[src/rtl/pcb_reset_pkg.sv]
// ============================================================================
// Module   : pcb_reset_pkg
// Brief    : Shared types and default timing constants for the PCB reset driver
// Revision : 1.0 - initial release
// ============================================================================
`default_nettype none

package pcb_reset_pkg;

  typedef enum logic [1:0] {
    IDLE   = 2'd0,
    ASSERT = 2'd1,
    HOLD   = 2'd2
  } state_t;

  localparam int c_DEFAULT_PULSE_CYCLES   = 1_000_000;
  localparam int c_DEFAULT_HOLDOFF_CYCLES = 1_000_000;

  function automatic int max_int(input int a, input int b);
    return (a > b) ? a : b;
  endfunction

endpackage

`default_nettype wire

[src/rtl/req_edge_det.sv]
// ============================================================================
// Module   : req_edge_det
// Brief    : Rising-edge detector for the reset request against its sampled history
// Revision : 1.0 - initial release
// ============================================================================
`default_nettype none

module req_edge_det (
  input  logic clk,
  input  logic rst_n,
  input  logic in,
  input  logic enable,
  output logic rise
);

  logic r_prev;

  // History resets high so a request already asserted at reset release is not an edge.
  always_ff @(posedge clk or negedge rst_n) begin
    if (!rst_n) begin
      r_prev <= 1'b1;
    end else begin
      r_prev <= in;
    end
  end

  assign rise = enable & in & ~r_prev;

endmodule

`default_nettype wire

[src/rtl/pcb_reset_driver.sv]
// ============================================================================
// Module   : pcb_reset_driver
// Brief    : Generates a timed board reset pulse followed by a recovery holdoff
// Revision : 1.0 - initial release
// ============================================================================
`default_nettype none

module pcb_reset_driver
  import pcb_reset_pkg::*;
#(
  parameter int PULSE_CYCLES   = c_DEFAULT_PULSE_CYCLES,
  parameter int HOLDOFF_CYCLES = c_DEFAULT_HOLDOFF_CYCLES,
  parameter bit POR_PULSE      = 1'b1
) (
  input  logic clk,
  input  logic rst_n,
  input  logic req,
  output logic PCB_RST,
  output logic busy,
  output logic done,
  output logic req_dropped
);

  localparam int c_CNT_W = $clog2(max_int(PULSE_CYCLES, HOLDOFF_CYCLES) + 1);
  localparam logic [c_CNT_W-1:0] c_PULSE_LAST = c_CNT_W'(PULSE_CYCLES - 1);
  localparam logic [c_CNT_W-1:0] c_HOLD_LAST  = c_CNT_W'(HOLDOFF_CYCLES - 1);

  state_t               r_state;
  state_t               w_next_state;
  logic [c_CNT_W-1:0]   r_cnt;
  logic [c_CNT_W-1:0]   w_next_cnt;
  logic                 r_por_pending;
  logic                 r_pcb_rst;
  logic                 r_busy;
  logic                 r_done;
  logic                 r_req_dropped;
  logic                 w_rise;
  logic                 w_start;

  req_edge_det u_req_edge_det (
    .clk    (clk),
    .rst_n  (rst_n),
    .in     (req),
    .enable (1'b1),
    .rise   (w_rise)
  );

  // The power-on request behaves exactly like a request edge on the first clock.
  assign w_start = w_rise | r_por_pending;

  always_comb begin
    w_next_state = r_state;
    w_next_cnt   = '0;
    case (r_state)
      IDLE:    if (w_start)                w_next_state = ASSERT;
      ASSERT:  if (r_cnt == c_PULSE_LAST)  w_next_state = HOLD;
      HOLD:    if (r_cnt == c_HOLD_LAST)   w_next_state = IDLE;
      default:                             w_next_state = IDLE;
    endcase
    if ((w_next_state == r_state) && (r_state != IDLE)) begin
      w_next_cnt = r_cnt + c_CNT_W'(1);
    end
  end

  // Outputs are registered from the next state so they line up with the state change.
  always_ff @(posedge clk or negedge rst_n) begin
    if (!rst_n) begin
      r_state       <= IDLE;
      r_cnt         <= '0;
      r_por_pending <= POR_PULSE;
      r_pcb_rst     <= 1'b0;
      r_busy        <= 1'b0;
      r_done        <= 1'b0;
      r_req_dropped <= 1'b0;
    end else begin
      r_state       <= w_next_state;
      r_cnt         <= w_next_cnt;
      r_por_pending <= 1'b0;
      r_pcb_rst     <= (w_next_state == ASSERT);
      r_busy        <= (w_next_state != IDLE);
      r_done        <= (r_state == HOLD) && (w_next_state == IDLE);
      r_req_dropped <= w_rise && (r_state != IDLE);
    end
  end

  assign PCB_RST     = r_pcb_rst;
  assign busy        = r_busy;
  assign done        = r_done;
  assign req_dropped = r_req_dropped;

endmodule

`default_nettype wire

[config.mk]
export PLATFORM = sky130hd
export DESIGN_NAME = pcb_reset_driver
export DESIGN_NICKNAME = d
export VERILOG_FILES = /design/src/rtl/pcb_reset_pkg.sv /design/src/rtl/req_edge_det.sv /design/src/rtl/pcb_reset_driver.sv
export SDC_FILE = /design/constraint.sdc
export NUM_CORES = 1
export LEC_CHECK = 0
export CAP_MARGIN = 20
export CORE_MARGIN = 5
export CORE_UTILIZATION = 45
export DETAILED_ROUTE_END_ITERATION = 10
export PLACE_DENSITY = 0.71
export SLEW_MARGIN = 20
export SYNTH_ARGS = -nofsm -noshare
export SYNTH_HDL_FRONTEND = slang
export SYNTH_SLANG_ARGS = --single-unit
[constraint.sdc]
create_clock -name clk -period 3.9 [get_ports clk]
set_input_delay 0.39 -clock clk [delete_from_list [all_inputs] [get_ports clk]]
set_output_delay 0.39 -clock clk [all_outputs]
set_load 0.05 [all_outputs]
==> results of run 1 <==
-- synthesized netlist by cell type --
master,n
conb_1,1
xnor2_1,8
o21a_1,1
ha_1,1
or4_1,4
nor3_1,4
buf_2,1
nand3_1,7
a21oi_2,1
and3_2,1
nand2b_1,2
a21oi_1,8
o21ai_0,5
mux2i_1,1
nor4b_1,1
inv_1,6
xor2_1,3
nor2_1,15
nor4_1,2
nand2_1,6
or4_4,1
or3_1,5
dfstp_2,2
nand3_2,1
and3_1,1
o31ai_1,5
nor2b_1,1
dfrtp_1,26
clkbuf_1,3
nand4_1,3
-- critical path: stages (launching register included) --
cell     delay (ns)
dfrtp_1        0.42
ha_1           0.22
nand3_1        0.11
or4_1          0.64
or4_4          0.52
a21oi_2        0.15
-- logic make-up after synthesis --
| kind of cell | after synthesis | share of synthesized area |
|---|---|---|
| adders and majority gates | 1 | 0.00983 |
| muxes | 1 | 0.00787 |
| DFF | 28 | 0.553 |
| AOI/OAI and AO/OA | 20 | 0.0934 |
| xor gates and xnor gates | 11 | 0.0757 |
| other | 1 | 0.00295 |
| and+or+nand+nor | 54 | 0.227 |
| buffers and inverters | 10 | 0.0305 |
-- metal layers --
metal	up-vias	track usage	routed length, um
met2	8	0.200	1110
met4	0	0.0494	19
li1	453	-	-
met3	2	0.0213	59
met1	442	0.148	986
met5	-	0	0
-- worst min path at each step --
stage,startpoint,to,slack (ns),cells after the start
2_1_floorplan,rst_n,PCB_RST,0.09,0
3_3_place_gp,r_cnt[0],r_cnt[0],0.46,1
3_5_place_dp,r_cnt[0],r_cnt[0],0.50,1
4_1_cts,rst_n,r_cnt[5],0.44,1
5_1_grt,rst_n,r_cnt[5],0.46,1
6_report,rst_n,r_cnt[19],0.42,1
-- sequential cells by signal, summed over array words and instances (netlist names) --
register / cells
PCB_RST: 1
done: 1
r_cnt: 20
req_dropped: 1
busy: 1
r_por_pending: 1
r_state: 2
u_req_edge_det.r_prev: 1
-- power by group through the flow --
stage	Clock (mW)	Sequential, mW	Combinational [mW]
2_1_floorplan	0	0.370	0.0646
3_3_place_gp	0	0.375	0.0835
3_5_place_dp	0	0.378	0.0868
4_1_cts	0.143	0.373	0.0879
5_1_grt	0.157	0.379	0.100
6_report	0.137	0.374	0.0861
-- cell type report --
type,instances,area (um^2),area share
flip-flops and latches,28,703,0.498
inverters,6,22.5,0.0160
well taps,31,38.8,0.0275
clock buffers,4,36.3,0.0257
multi-input cells,88,536,0.379
repair buffers,8,75.1,0.0532
==> results.toml, run 1 <==
[run_status]
outcome = "finished clean"

[drt]
firstDrtPassIters = 4
detail_route.vias_per_cell = 5.48
ant_nets = 0
totalWireLength_um = 2180
drcViolationCount = 0
wl_per_cell_um = 13.2
dr_total_vias = 905
drtIter0Drc = 21

[setup_path]
cp-startpoint = "r_cnt[0]"
path_class = "flip-flop to flip-flop"
crit_end = "r_cnt[18]"
crit_path_max_fanout = 7
r2r_start = "r_cnt[0]"
ff2ff_setup_slack_ns = 1.78
reg2reg_depth = 5
worst_setup_path_start_kind = "flip-flop"
worst_ep_required_time_ns = 4.16
cp.arrival_ns = 2.38
crit_path_end_kind = "flip-flop"
timing.rr.end = "r_cnt[18]"

[placed_design]
gp_congestion = 0.798
placed_cells = 161
place_hpwl_um = 1610
io_buffer_count = 6
dp_slack_ns = 1.81
placed_cell_area_um2 = 1380

[floorplan]
fp-row-count = 19
top_level_ports = 7
die_w_um = 63.2
die_area_um2 = 3990
initial_core_util = 0.465
die_y_um = 63.2
fp.coreArea_um2 = 2730

[global_route]
gr-total-overflow = 0
grt_pass1_vias = 932
grt_max_degree = 21
grt_use_total = 0.118
grt_antenna_before_repair = 0
grt_pass1_wl_um = 3900

[timing]
fin_setup_tns_ns = 0
setup_slack_ns = 1.78
rsz0062_at_grt = "no"
slew_headroom = 0.611
timing.final.crit_share = 0.543
slew_violations = 0
setup_violations = 0
hold_ws_ns = 0.422
fmax_mhz = 472
hold_viol_final = 0
fin_worst_skew_ns = 0.00615
fin_crit_ns = 2.12
worst_pin_slew_ns = 0.582

[clock_network]
cts_tree = "built"
cts-root-buf = "clkbuf_4"
cts_buffer_depth = 2
holdBufCountCts = 0
htree_levels = 1
clock_latency_ns = 0.32
postCtsSetupBuffers = 0
cts.sinks = 28
cts_resized = 0
cts_made_buffers = 3
path_clk_slew_ns = 0.14

[synth]
ys_warn_count = 0
synth_nets = 130
syn_area_um2 = 1270
ys_ff_latch = 28
avgSynthCellArea_um2 = 10.1
synthTopCellsByArea = "dfrtp_1, xnor2_1, nor2_1"
yosysTopAreaCell = "dfrtp_1"
synth_cell_type_count = 30
synth_top_cell_area_share = 0.511
seq_area_frac_synth = 0.553
netlist_instances = 126

[cells_and_area]
antenna_cells = 0
finalNonFillerCells = 165
drive_gt1_frac = 0.0970
final_common_cell = "dfrtp_1"
nNetsFinal = 139
area_growth_pct = 10.9
final_area_um2 = 1410
final_util = 0.516
final.fill_count = 238
mostFrequentLayoutCells = "dfrtp_1, nor2_1, a21oi_1, xnor2_1, nand3_1"

[pwr]
power_density_nw_per_um2 = 423
p_clk_frac = 0.230
internal_power_mw = 0.427
p_total_mw = 0.597
p_leak_nw = 0.562
p_switching_mw = 0.170
ir_worst_vdd_v = 0.000390
p_sw_frac = 0.284
combPwrFrac = 0.144
power_frac_seq = 0.626

[job]
max_cap_viol_count = 0

[worst_hold_path]
hp-class = "input port to async pin"
No activity file was read; power rests on OpenSTA's default activity.
==> run 2, diff against run 1 <==
- PLACE_DENSITY: 0.71 -> 0.73
- clock period: 3.9 -> 1.9 ns (I/O delays scaled with it)
==> run 2 against run 1 <==
Compared with the run above: global-route usage up 0.83 points; power up 120%; sequential power grew 100%; clock power rose by 110%; setup slack got worse by 1.7 ns.
==> results.toml, run 2 (synthesis results as in run 1) <==
[run_status]
outcome = "finished clean"

[clock_network]
cts-root-buf = "clkbuf_4"
cts.sinks = 28
postCtsSetupBuffers = 0
htree_levels = 1
path_clk_slew_ns = 0.14
cts_made_buffers = 3
cts_tree = "built"
clock_latency_ns = 0.32
cts_buffer_depth = 2

[drt]
dr_total_vias = 968
wl_per_cell_um = 13.1
detail_route.vias_per_cell = 5.41
drtIter0Drc = 23
totalWireLength_um = 2340
drcViolationCount = 0
ant_nets = 0
firstDrtPassIters = 4

[timing]
setup_violations = 0
fin_worst_skew_ns = 0.00318
fin_crit_ns = 1.84
fmax_mhz = 543
slew_violations = 0
setup_slack_ns = 0.0588
rsz0062_at_grt = "yes"
fin_setup_tns_ns = 0
hold_viol_final = 0
timing.final.crit_share = 0.969

[global_route]
gr-total-overflow = 0
grt_antenna_before_repair = 0
grt_pass1_wl_um = 4190
grt_max_degree = 29
grt_pass1_vias = 1018
grt_use_total = 0.127

[pwr]
power_density_nw_per_um2 = 847
p_switching_mw = 0.373
internal_power_mw = 0.942
p_clk_frac = 0.214
p_sw_frac = 0.284
ir_worst_vdd_v = 0.000729
power_frac_seq = 0.569
p_leak_nw = 0.635
combPwrFrac = 0.217

[setup_path]
worst_ep_required_time_ns = 2.17
worst_setup_path_start_kind = "flip-flop"
cp.arrival_ns = 2.11
path_class = "flip-flop to flip-flop"
reg2reg_depth = 6
cp-startpoint = "r_cnt[0]"
r2r_start = "r_cnt[0]"
ff2ff_setup_slack_ns = 0.06
crit_path_end_kind = "flip-flop"
timing.rr.end = "r_cnt[14]"
crit_path_max_fanout = 5

[job]
max_cap_viol_count = 0

[floorplan]
top_level_ports = 7
fp-row-count = 19
die_y_um = 63.2
initial_core_util = 0.465
fp.coreArea_um2 = 2730
die_w_um = 63.2
die_area_um2 = 3990

[cells_and_area]
antenna_cells = 0
largest_register_ffs = 20
top_register = "r_cnt"
mostFrequentLayoutCells = "dfrtp_1, nor2_1, buf_4"
nNetsFinal = 153
reg_top3 = "r_cnt: 20 flops, r_state: 2 flops"
area_growth_pct = 22.0
final_common_cell = "dfrtp_1"
drive_gt1_frac = 0.236

[placed_design]
gp_congestion = 0.823
io_buffer_count = 6
place_hpwl_um = 1740
dp_slack_ns = 0.0369

[worst_hold_path]
hp-class = "input port to async pin"
[run 2: power by group through the flow]
stage	clock network (mW)	logic (mW)	registers (mW)
4_1_cts	0.293	0.284	0.743
3_3_place_gp	0	0.274	0.746
2_1_floorplan	0	0.134	0.761
6_report	0.282	0.285	0.749
5_1_grt	0.314	0.322	0.759
3_5_place_dp	0	0.280	0.755
[run 2: area by class of cell]
class	instances	area (um^2)
fill	223	1180
sequential	28	703
multi-input combinational	88	568
timing repair buffer	22	184
tap	31	38.8
clock buffer	4	36.3
inverter	6	22.5
[run 2: worst max-delay path, cell delays in order, from the launching register on]
cell and delay [ns]:
dfrtp_1 0.38, ha_2 0.18, nand3_2 0.07, or4_4 0.53
buf_6 0.14, or3_4 0.35, a21oi_2 0.13
[run 2: metal layers]
metal  track usage  share of wire  vias to the layer above
met4        0.0623          0.019                        0
met1         0.148           0.42                      467
li1              -              -                      482
met3        0.0160          0.030                        5
met2         0.226           0.53                       14
met5             0              0                        -
[run 2: metrics by stage]
step	util	hold WS, ns	instances	instance area, um^2	power, mW
5_1_grt	0.568	0.265	179	1550	1.39
6_report	0.568	0.226	179	1550	1.32
2_1_floorplan	-	-0.106	126	1270	0.894
3_5_place_dp	0.542	0.529	175	1480	1.03
3_3_place_gp	0.542	0.514	175	1480	1.02
4_1_cts	0.557	0.229	179	1520	1.32
[run 2: worst max-delay path by stage]
stage                           end  slack, ns
after detailed placement  r_cnt[16]       0.04
after floorplan           r_cnt[18]      -0.05
after CTS                 r_cnt[16]      0.005
final                     r_cnt[14]       0.06
after global placement    r_cnt[16]       0.08
after global routing      r_cnt[14]      -0.02
[run 2: repair_timing]
action	in CTS	in global routing
pin swaps	0	3
hold buffers	0	0
endpoints found under the setup margin	1	20
resized for setup	1	8
==> run 3, diff against run 2 <==
- HOLD_SLACK_MARGIN: unset -> 0.15
==> results of run 3 <==
Same layout as run 2: the final DEF is identical, and so are final timing and power.
